==> src/rtl/regfile_wb_arbiter.sv <==
// regfile_wb_arbiter: arbitrates ALU and LSU writeback requests onto a single
// registered register-file write port and keeps a pending-write scoreboard
// that drives the decode stall.
// Optional feature macro: WB_RR_ARB_EN
//   defined   -> round-robin between ALU and LSU on contention
//   undefined -> fixed priority, LSU always wins over ALU
module regfile_wb_arbiter (
  input  logic        clk,
  input  logic        rst,
  input  logic        alu_valid,
  input  logic [4:0]  alu_rd,
  input  logic [31:0] alu_wd,
  output logic        alu_ready,
  input  logic        lsu_valid,
  input  logic [4:0]  lsu_rd,
  input  logic [31:0] lsu_wd,
  output logic        lsu_ready,
  input  logic        sb_set_valid,
  input  logic [4:0]  sb_set_rd,
  input  logic [4:0]  rs1,
  input  logic [4:0]  rs2,
  output logic        stall,
  output logic [4:0]  a3,
  output logic [31:0] wd,
  output logic        wen,
  output logic [31:0] pend
);

  logic        xfer;
  logic [4:0]  xfer_rd;
  logic [31:0] xfer_wd;
  logic        xfer_wr;
  logic [31:0] pend_d;

`ifdef WB_RR_ARB_EN
  typedef enum logic {
    LAST_ALU = 1'b0,
    LAST_LSU = 1'b1
  } last_t;

  last_t last_q;
  last_t last_d;

  // Grant: lone requester wins outright; on contention the one not granted last wins
  always_comb begin
    alu_ready = 1'b0;
    lsu_ready = 1'b0;
    if (!rst) begin
      if (alu_valid && lsu_valid) begin
        if (last_q == LAST_LSU) alu_ready = 1'b1;
        else                    lsu_ready = 1'b1;
      end else begin
        alu_ready = alu_valid;
        lsu_ready = lsu_valid;
      end
    end
  end

  // Pointer follows every transfer, contended or not
  always_comb begin
    last_d = last_q;
    if (alu_ready)      last_d = LAST_ALU;
    else if (lsu_ready) last_d = LAST_LSU;
  end

  // Pointer register; reset behaves as if the LSU was granted last
  always_ff @(posedge clk) begin
    if (rst) last_q <= LAST_LSU;
    else     last_q <= last_d;
  end
`else
  // Grant: fixed priority, LSU over ALU, nothing granted during reset
  always_comb begin
    lsu_ready = !rst && lsu_valid;
    alu_ready = !rst && alu_valid && !lsu_valid;
  end
`endif

  // Select the granted request; writes to x0 are accepted but never issued
  always_comb begin
    xfer    = alu_ready || lsu_ready;
    xfer_rd = lsu_ready ? lsu_rd : alu_rd;
    xfer_wd = lsu_ready ? lsu_wd : alu_wd;
    xfer_wr = xfer && (xfer_rd != '0);
  end

  // Registered write port; a3/wd hold their last values when no write issues
  always_ff @(posedge clk) begin
    if (rst) begin
      wen <= 1'b0;
      a3  <= '0;
      wd  <= '0;
    end else begin
      wen <= xfer_wr;
      if (xfer_wr) begin
        a3 <= xfer_rd;
        wd <= xfer_wd;
      end
    end
  end

  // Scoreboard next state: clear on the write cycle, then set so set wins
  always_comb begin
    pend_d = pend;
    if (wen)          pend_d[a3]        = 1'b0;
    if (sb_set_valid) pend_d[sb_set_rd] = 1'b1;
    pend_d[0] = 1'b0;
  end

  // Scoreboard register
  always_ff @(posedge clk) begin
    if (rst) pend <= '0;
    else     pend <= pend_d;
  end

  // Stall on any pending source; no bypass of the write currently in flight
  always_comb begin
    stall = ((rs1 != '0) && pend[rs1]) || ((rs2 != '0) && pend[rs2]);
  end

endmodule
==> config.mk <==
export PLATFORM = sky130hd
export DESIGN_NAME = regfile_wb_arbiter
export DESIGN_NICKNAME = d
export VERILOG_FILES = /design/src/rtl/regfile_wb_arbiter.sv
export SDC_FILE = /design/constraint.sdc
export NUM_CORES = 1
export LEC_CHECK = 0
export ABC_AREA = 1
export BUFFER_PORTS_ARGS = -buffer_cell sky130_fd_sc_hd__buf_4
export CELL_PAD_IN_SITES_DETAIL_PLACEMENT = 0
export CELL_PAD_IN_SITES_GLOBAL_PLACEMENT = 2
export CORE_AREA = 2 2 131 133
export CTS_CLUSTER_DIAMETER = 200
export CTS_CLUSTER_SIZE = 40
export DETAILED_ROUTE_END_ITERATION = 10
export DIE_AREA = 0 0 133 135
export GPL_TIMING_DRIVEN = 1
export PLACE_DENSITY = 0.81
export SLEW_MARGIN = 20
export SYNTH_ARGS = -nofsm -noshare
export SYNTH_HDL_FRONTEND = slang
export SYNTH_SLANG_ARGS = --single-unit
==> constraint.sdc <==
create_clock -name clk -period 3.8 [get_ports clk]
set_clock_uncertainty 0.15 [all_clocks]
set_input_delay 0.38 -clock clk [delete_from_list [all_inputs] [get_ports clk]]
set_output_delay 0.38 -clock clk [all_outputs]
set_load 0.05 [all_outputs]
==> impl_metrics.toml, run 1 <==
[status]
outcome = "complete, no violations"

[worst_setup_path]
arrival_ns = 2.12
cpLargestDelayFamily = "buffers and inverters"
critPathSlowestCell = "inv_4"
cp_max_fo = 38
r2r-start = "a3[0]"
startpoint = "rst"
r2r_cells = 3
endpoint = "lsu_ready"
max_stage_delay_ns = 0.35
r2r_slack_ns = 2.41
cp.depth = 7
path_buf_inv = 6
worstSetupPathType = "in -> out"
r2r_end = "pend[1]"
end_kind = "primary output"
crit_top_cell = "buf_4"
path_cells = "buf_4, inv_4, nand2_4, buf_4, inv_1, buf_4, buf_4"
critPathRequiredTime_ns = 3.27
crit_path_start_kind = "input pin"

[place]
dpl.hpwl_mm = 11.6
globalplace.congestion = 0.801
postPlaceCellArea_mm2 = 0.00557
io_buffers = 165

[die]
initial_core_util_pct = 25.8
ios = 167
die_y_um = 135
die_area_mm2 = 0.0180
die_w_um = 133
rows = 47
core-area_mm2 = 0.0164

[synth]
avgSynthCellArea_um2 = 5.88
ys_ff_latch = 69
ys_seq_area_share_pct = 32.6
syn_inst = 720
synth_nets = 814
synth_area_mm2 = 0.00423
ys.warnings.count = 0
synth.distinct_cells = 21

[final_layout]
num_antenna_cells = 0
layout_common_cells = "276 x nand2_1, 169 x buf_4, 88 x inv_1, 87 x nand3_1, 69 x dfxtp_1"
area_growth_pct = 38.0
stdcell_area_mm2 = 0.00584
finalCoreUtilization_pct = 35.6
layout-drive-gt1-share_pct = 25.6
fin_nets = 960
final_common_cell = "nand2_1"

[global_routing]
grt_max_degree = 39
track_usage_pct = 17.0
antenna_found_initial = 0
grt_pass1_vias = 4670
grt_overflow_total = 0
grt_pass1_wl_mm = 24.2

[power_and_ir_drop]
switching_share_pct = 33.6
vdd_drop_max_mv = 0.167
p_per_area_mw_per_mm2 = 365
p_seq_share_pct = 37.5
cellLeakagePower_nw = 3.04
p_sw_uw = 717
internal_power_mw = 1.42
pwr-share-comb_pct = 27.0
clkPwrFrac_pct = 35.5

[cts]
path_clk_slew_ns = 0.06
clk_latency_ns = 0.33
cts_hold_buf = 0
h-tree-depth = 3
cts_max_path_buffers = 2
numCtsBuffers = 9
clock-root-buffer = "clkbuf_16"
tritoncts = "built"
postCtsSetupBuffers = 0
cts.sinks = 69
cts_resized = 0

[sta]
rsz0062_at_grt = "false"
setup_tns_ns = 0
drv_slew = 0
min_period_ns = 2.65
finalHoldViolations = 0
setup_violations = 0
finalCritPeriodShare_pct = 69.7
max_freq_ghz = 0.378
max_slew_margin_pct = 22.8
tightest_slew_ns = 1.15

[route]
dr_wl_met2_mm = 7.10
num_vias = 4755
met3RoutedLength_mm = 1.22
drt_iter0_drc = 195
drtPass1Iterations = 4
ant_nets = 0
routed_wl_mm = 15.1
drc = 0
drt-met1-wl_mm = 6.64
avgViaCountPerCell = 4.36
topRoutingLayerUsed = "met4"
wl_per_cell_um = 13.9

[worst_hold_path]
hp-class = "in -> reg"

[job]
cap_viol_max_count = 0
## final cells by class
type / instances / area (um2)
Clock buffer: 10 / 239
Timing Repair Buffer: 169 / 1270
Clock inverter: 5 / 27.5
Sequential cell: 69 / 1380
Fill cell: 1878 / 10600
Inverter: 91 / 344
Multi-Input combinational cell: 526 / 2300
Tap cell: 220 / 275
## power groups by stage
stage                     Sequential [mW]  Combinational (mW)  Clock [mW]
after global routing                0.807               0.633       0.802
after floorplan                     0.944               0.245           0
after CTS                           0.802               0.583       0.773
final                               0.801               0.576       0.757
after global placement              0.817               0.582           0
after detailed placement            0.817               0.582           0
## cell usage after synthesis
library cell	n	area, um2
a21oi_1	32	160
a21oi_4	1	16.3
buf_2	9	45.0
buf_4	2	15.0
buf_6	8	90.1
clkbuf_1	15	56.3
conb_1	1	3.75
dfxtp_1	69	1380
inv_1	88	330
inv_2	2	7.51
inv_4	1	6.26
nand2_1	276	1040
nand2_4	1	11.3
nand3_1	87	435
nand3_4	1	17.5
nor2_1	48	180
nor2_2	30	188
nor3_1	12	60.1
o21ai_0	31	155
o21ai_1	4	20.0
o21ai_2	2	17.5
## worst reg2reg max path: stages, from the launching register on
cell     delay [ns]
dfxtp_1        0.40
nand3_1        0.35
o21ai_0        0.28
a21oi_1        0.09
## layer usage
metal / up-vias / GRT usage (%)
met5: - / 0
met4: 0 / 4.84
met3: 9 / 5.48
met2: 137 / 29.1
met1: 2101 / 20.4
li1: 2508 / -
## state kept, by name, summed over array words and instances (netlist names)
| signal | count |
|---|---|
| wd | 32 |
| a3 | 5 |
| wen | 1 |
| pend | 31 |
## per-stage QoR
stage	instances	power, mW	setup slack, ns	hold WS, ns
floorplan	720	1.19	1.56	0.411
global placement	1075	1.40	1.03	0.317
detailed placement	1075	1.40	0.960	0.331
CTS	1090	2.16	1.11	0.252
global route	1090	2.24	1.01	0.277
finish	1090	2.13	1.15	0.255
## worst min-delay path by stage
stage	from	end	slack, ns	cells past startpoint
after global placement	wd[10]	wd[10]	0.32	2
final	sb_set_rd[2]	pend[24]	0.26	4
after global routing	sb_set_rd[3]	pend[2]	0.28	4
after detailed placement	wd[10]	wd[10]	0.33	2
after CTS	sb_set_rd[2]	pend[24]	0.25	4
after floorplan	rst	a3[1]	0.41	2
## cell families (layout without fill, tap and decap cells)
| logic type | after synthesis | count (layout) | synth area share, % |
|---|---|---|---|
| AOI/OAI and AO/OA | 70 | 70 | 8.72 |
| buffers and inverters | 125 | 275 | 13.0 |
| other | 1 | 1 | 0.0886 |
| DFF | 69 | 69 | 32.6 |
| and+or+nand+nor | 455 | 455 | 45.6 |
No activity file was read; power rests on OpenSTA's default activity.
==> run 2, diff against run 1 <==
CORE_AREA = 2 2 142 144   (was 2 2 131 133)
DIE_AREA = 0 0 144 146   (was 0 0 133 135)
PLACE_DENSITY = 0.73   (was 0.81)
clock period = 2.25 ns   (was 3.8 ns; I/O delays follow)
==> run 2 against run 1 <==
Against the previous run:
- setup slack worse by 0.90 ns
- combinational power grew 74%
- utilization decreased by 4.6 points
- clock power increased by 72%
- via count shrank 0.27%
- register-to-register slack lost 1.6 ns
- worst hold slack got worse by 0.16 ns
- global-route usage fell by 1.8 points
- final cell count up 5.3%
- routed wire length grew 4.7%
- critical path type unchanged
==> impl_metrics.toml, run 2 (synthesis results as in run 1) <==
[status]
outcome = "complete, no violations"

[sta]
min_period_ns = 2.00
setup_violations = 0
holdWs_ns = 0.0916
max_slew_margin_pct = 60.0
finalCritPeriodShare_pct = 89.0
setup_tns_ns = 0
max_freq_ghz = 0.499
drv_slew = 0
rsz0062_at_grt = "false"
finalHoldViolations = 0
tightest_slew_ns = 0.596

[final_layout]
top_register = "wd"
fillers = 2218
final_common_cell = "nand2_1"
layout-drive-gt1-share_pct = 26.6
reg_top3 = "wd (32), pend (31), a3 (5)"
area_growth_pct = 41.8
largest_reg_flops = 32
layout_common_cells = "276 x nand2_1, 183 x buf_4, 88 x inv_1, 87 x nand3_1, 69 x dfxtp_1"
seqCellArea_mm2 = 0.00138
multi_input_area_mm2 = 0.00230
fin_nets = 974
stdcell_count = 1148
num_antenna_cells = 0

[global_routing]
antenna_found_initial = 0
grt_overflow_total = 0
grt_max_degree = 38
grt_pass1_wl_mm = 25.2
grt_pass1_vias = 4696
track_usage_pct = 15.2

[place]
dp.cells = 1134
io_buffers = 165
dpl.hpwl_mm = 12.5
globalplace.congestion = 0.732

[route]
avgViaCountPerCell = 4.13
wl_per_cell_um = 13.8
num_vias = 4742
drt_iter0_drc = 197
routed_wl_mm = 15.8
drc = 0
drtPass1Iterations = 4
ant_nets = 0

[worst_setup_path]
end_kind = "primary output"
cp_max_fo = 17
arrival_ns = 1.63
crit_path_start_kind = "input pin"
r2r_slack_ns = 0.78
critPathRequiredTime_ns = 1.88
worstSetupPathType = "in -> out"

[die]
ios = 167
die_area_mm2 = 0.0210
initial_core_util_pct = 21.9
die_y_um = 146
core-area_mm2 = 0.0193
die_w_um = 144
rows = 51

[power_and_ir_drop]
p_per_area_mw_per_mm2 = 609
vdd_drop_max_mv = 0.345
cellLeakagePower_nw = 3.11

[cts]
cts_hold_buf = 0
clk_latency_ns = 0.33
clock-root-buffer = "clkbuf_16"
tritoncts = "built"
h-tree-depth = 3
cts.sinks = 69
postCtsSetupBuffers = 0
cts_resized = 0
cts_max_path_buffers = 2
numCtsBuffers = 9
path_clk_slew_ns = 0.05

[worst_hold_path]
hp-class = "in -> reg"

[job]
cap_viol_max_count = 0
-- run 2: cell types whose count changed in the layout (fill, tap and decap cells not counted) --
cell        change
clkinv_2        -2
buf_4          +14
clkbuf_1        +1
clkinvlp_4      -1
clkbuf_8        +1
-- run 2: layout make-up --
| type | count | area share, % |
|---|---|---|
| tap | 265 | 5.52 |
| clock buffer | 12 | 4.27 |
| timing repair buffer | 183 | 22.9 |
| clock inverter | 2 | 0.167 |
| multi-input combinational | 526 | 38.4 |
| sequential | 69 | 23.0 |
| inverter | 91 | 5.73 |
-- run 2: report_power, final --
group	internal, mW	switching [mW]	total (mW)
clock network	0.790	0.514	1.30
logic	0.356	0.644	1.00
registers	1.29	0.0587	1.35
-- run 2: through the flow --
stage / cell area, um2 / util (%) / power (mW) / setup WS, ns
detailed placement: 5740 / 29.7 / 2.39 / 0.199
global route: 6000 / 31.0 / 3.85 / 0.0397
CTS: 6000 / 31.0 / 3.71 / 0.200
finish: 6000 / 31.0 / 3.65 / 0.247
global placement: 5740 / 29.7 / 2.39 / 0.194
floorplan: 4230 / - / 2.01 / 0.321
-- run 2: worst max-delay path: stages --
cell and delay (ns):
buf_4 0.18, inv_1 0.37, nand2_1 0.09, nand2_1 0.07, nand2_1 0.04, nand2_1 0.07
nand2_1 0.05, nand2_1 0.05, inv_1 0.03, nand2_1 0.06, nand2_1 0.05, nand2_1 0.05
inv_1 0.04, nand2_1 0.05, buf_4 0.19
-- run 2: per-layer routing --
metal,wire length [um],up-vias,global-route usage (%)
met2,7230,126,24.7
met4,187,0,3.68
li1,-,2548,-
met3,1160,12,4.80
met1,7250,2056,19.6
met5,0,-,0
-- run 2: path summary, 6_finish.rpt --
path / start / to / cells past startpoint
hold / removal: sb_set_rd[3] / pend[1] / 4
hold reg to reg: wd[10] / wd[10] / 2
setup reg to reg: a3[0] / pend[21] / 3
setup / recovery: rs2[0] / stall / 15
==> run 3, diff against run 2 <==
PLACE_DENSITY = unset   (was 0.73)
PLACE_DENSITY_LB_ADDON = 0.1   (was unset)
SKIP_LAST_GASP = 1   (was unset)
==> run 3 against run 2 <==
Against the previous run:
- power up 2.7%
- count of clock-buffer cells in the layout shrank 1
- via count is 3.4% higher
- critical path depth is 2 lower
- sequential power is essentially flat
- combinational power hardly changed
- clock power increased by 8%
- critical path type is now reg -> out
- global-route usage up 1.0 points
- flip-flop and latch count did not move
- register-to-register slack gained 0.02 ns
==> impl_metrics.toml, run 3 (synthesis results as in run 1) <==
[place]
io_buffers = 165
postPlaceCellArea_mm2 = 0.00571
globalplace.congestion = 0.791
dpl.hpwl_mm = 12.9

[route]
routed_wl_mm = 16.6
num_vias = 4903
avgViaCountPerCell = 4.29
wl_per_cell_um = 14.5
drt-met1-wl_mm = 7.26
drc = 0
drtPass1Iterations = 5
dr_wl_met2_mm = 7.87
topRoutingLayerUsed = "met4"
met3RoutedLength_mm = 1.17
ant_nets = 0
drt_iter0_drc = 140

[worst_setup_path]
critPathRequiredTime_ns = 1.88
end_kind = "primary output"
worstSetupPathType = "reg -> out"
r2r_cells = 3
arrival_ns = 1.66
cp_max_fo = 3
crit_path_start_kind = "flip-flop"
r2r_slack_ns = 0.80

[cts]
clock-root-buffer = "clkbuf_16"
postCtsSetupBuffers = 0
tritoncts = "built"
cts_max_path_buffers = 2
clk_latency_ns = 0.33
path_clk_slew_ns = 0.05
numCtsBuffers = 9
cts_hold_buf = 0
cts.sinks = 69
cts_resized = 0
h-tree-depth = 3

[final_layout]
stdcell_area_mm2 = 0.00600
layout_common_cells = "276 x nand2_1, 177 x buf_4, 87 x inv_1, 87 x nand3_1, 69 x dfxtp_1"
fin_nets = 969
final_common_cell = "nand2_1"
largest_reg_flops = 32
top_register = "wd"
area_growth_pct = 41.8
num_antenna_cells = 0
reg_top3 = "wd (32), pend (31), a3 (5)"
layout-drive-gt1-share_pct = 26.3

[power_and_ir_drop]
cellLeakagePower_nw = 3.09
clkPwrFrac_pct = 37.5
p_per_area_mw_per_mm2 = 625
p_sw_mw = 1.21
pwr-share-comb_pct = 26.6
internal_power_mw = 2.54
switching_share_pct = 32.3
p_seq_share_pct = 35.9
vdd_drop_max_mv = 0.391

[global_routing]
grt_pass1_wl_mm = 26.6
antenna_found_initial = 0
grt_max_degree = 38
track_usage_pct = 16.2
grt_overflow_total = 0
grt_pass1_vias = 4991

[sta]
rsz0062_at_grt = "false"
finalHoldViolations = 0
min_period_ns = 2.03
finalCritPeriodShare_pct = 90.3
tightest_slew_ns = 0.565
drv_slew = 0
setup_tns_ns = 0
max_slew_margin_pct = 62.0
setup_violations = 0
max_freq_ghz = 0.492

[die]
core-area_mm2 = 0.0193
initial_core_util_pct = 21.9
rows = 51
ios = 167
die_w_um = 144
die_y_um = 146
die_area_mm2 = 0.0210

[status]
outcome = "complete, no violations"

[worst_hold_path]
hold_depth = 4
hp-class = "in -> reg"

[job]
cap_viol_max_count = 0
run 3: through the flow:
| step | worst slack, ns | utilization (%) | cells | power [mW] | hold slack (ns) |
|---|---|---|---|---|---|
| floorplan | 0.321 | - | 720 | 2.01 | 0.256 |
| global placement | 0.191 | 29.5 | 1129 | 2.38 | 0.318 |
| detailed placement | 0.187 | 29.5 | 1129 | 2.39 | 0.330 |
| CTS | 0.181 | 31.0 | 1142 | 3.81 | 0.0966 |
| global route | 0.0442 | 31.0 | 1142 | 3.97 | 0.105 |
| finish | 0.219 | 31.0 | 1142 | 3.75 | 0.114 |
run 3: area by class of cell:
cell class | instances | area (um2)
clock buffer | 11 | 253
clock inverter | 2 | 35.0
fill | 2184 | 13300
inverter | 91 | 348
multi-input combinational | 526 | 2300
sequential | 69 | 1380
tap | 265 | 332
timing repair buffer | 178 | 1350
run 3: path summary, 6_finish.rpt:
path	startpoint	to
min	sb_set_rd[3]	pend[18]
min reg2reg	wd[8]	wd[8]
max reg2reg	a3[0]	pend[13]
max	pend[2]	stall
run 3: critical path, cell delays in order (launching register included):
cell and delay [ns]:
dfxtp_1 0.41, inv_1 0.08, nand2_1 0.06, nand3_1 0.08, nand2_1 0.09, nand2_1 0.05, nand2_1 0.07, inv_1 0.04
nand2_1 0.05, nand2_1 0.04, nand2_1 0.06, inv_1 0.04, nand2_1 0.05, buf_4 0.19
run 3: routing by layer:
layer,vias up,GRT usage [%]
li1,2525,-
met5,-,0
met1,2224,19.9
met2,136,27.4
met3,18,4.74
met4,0,4.71
run 3: power groups by stage:
stage	Combinational [mW]	Clock, mW	Sequential, mW
2_1_floorplan	0.414	0	1.59
3_3_place_gp	1.01	0	1.38
3_5_place_dp	1.01	0	1.38
4_1_cts	1.01	1.45	1.35
5_1_grt	1.10	1.52	1.36
6_report	0.997	1.41	1.35
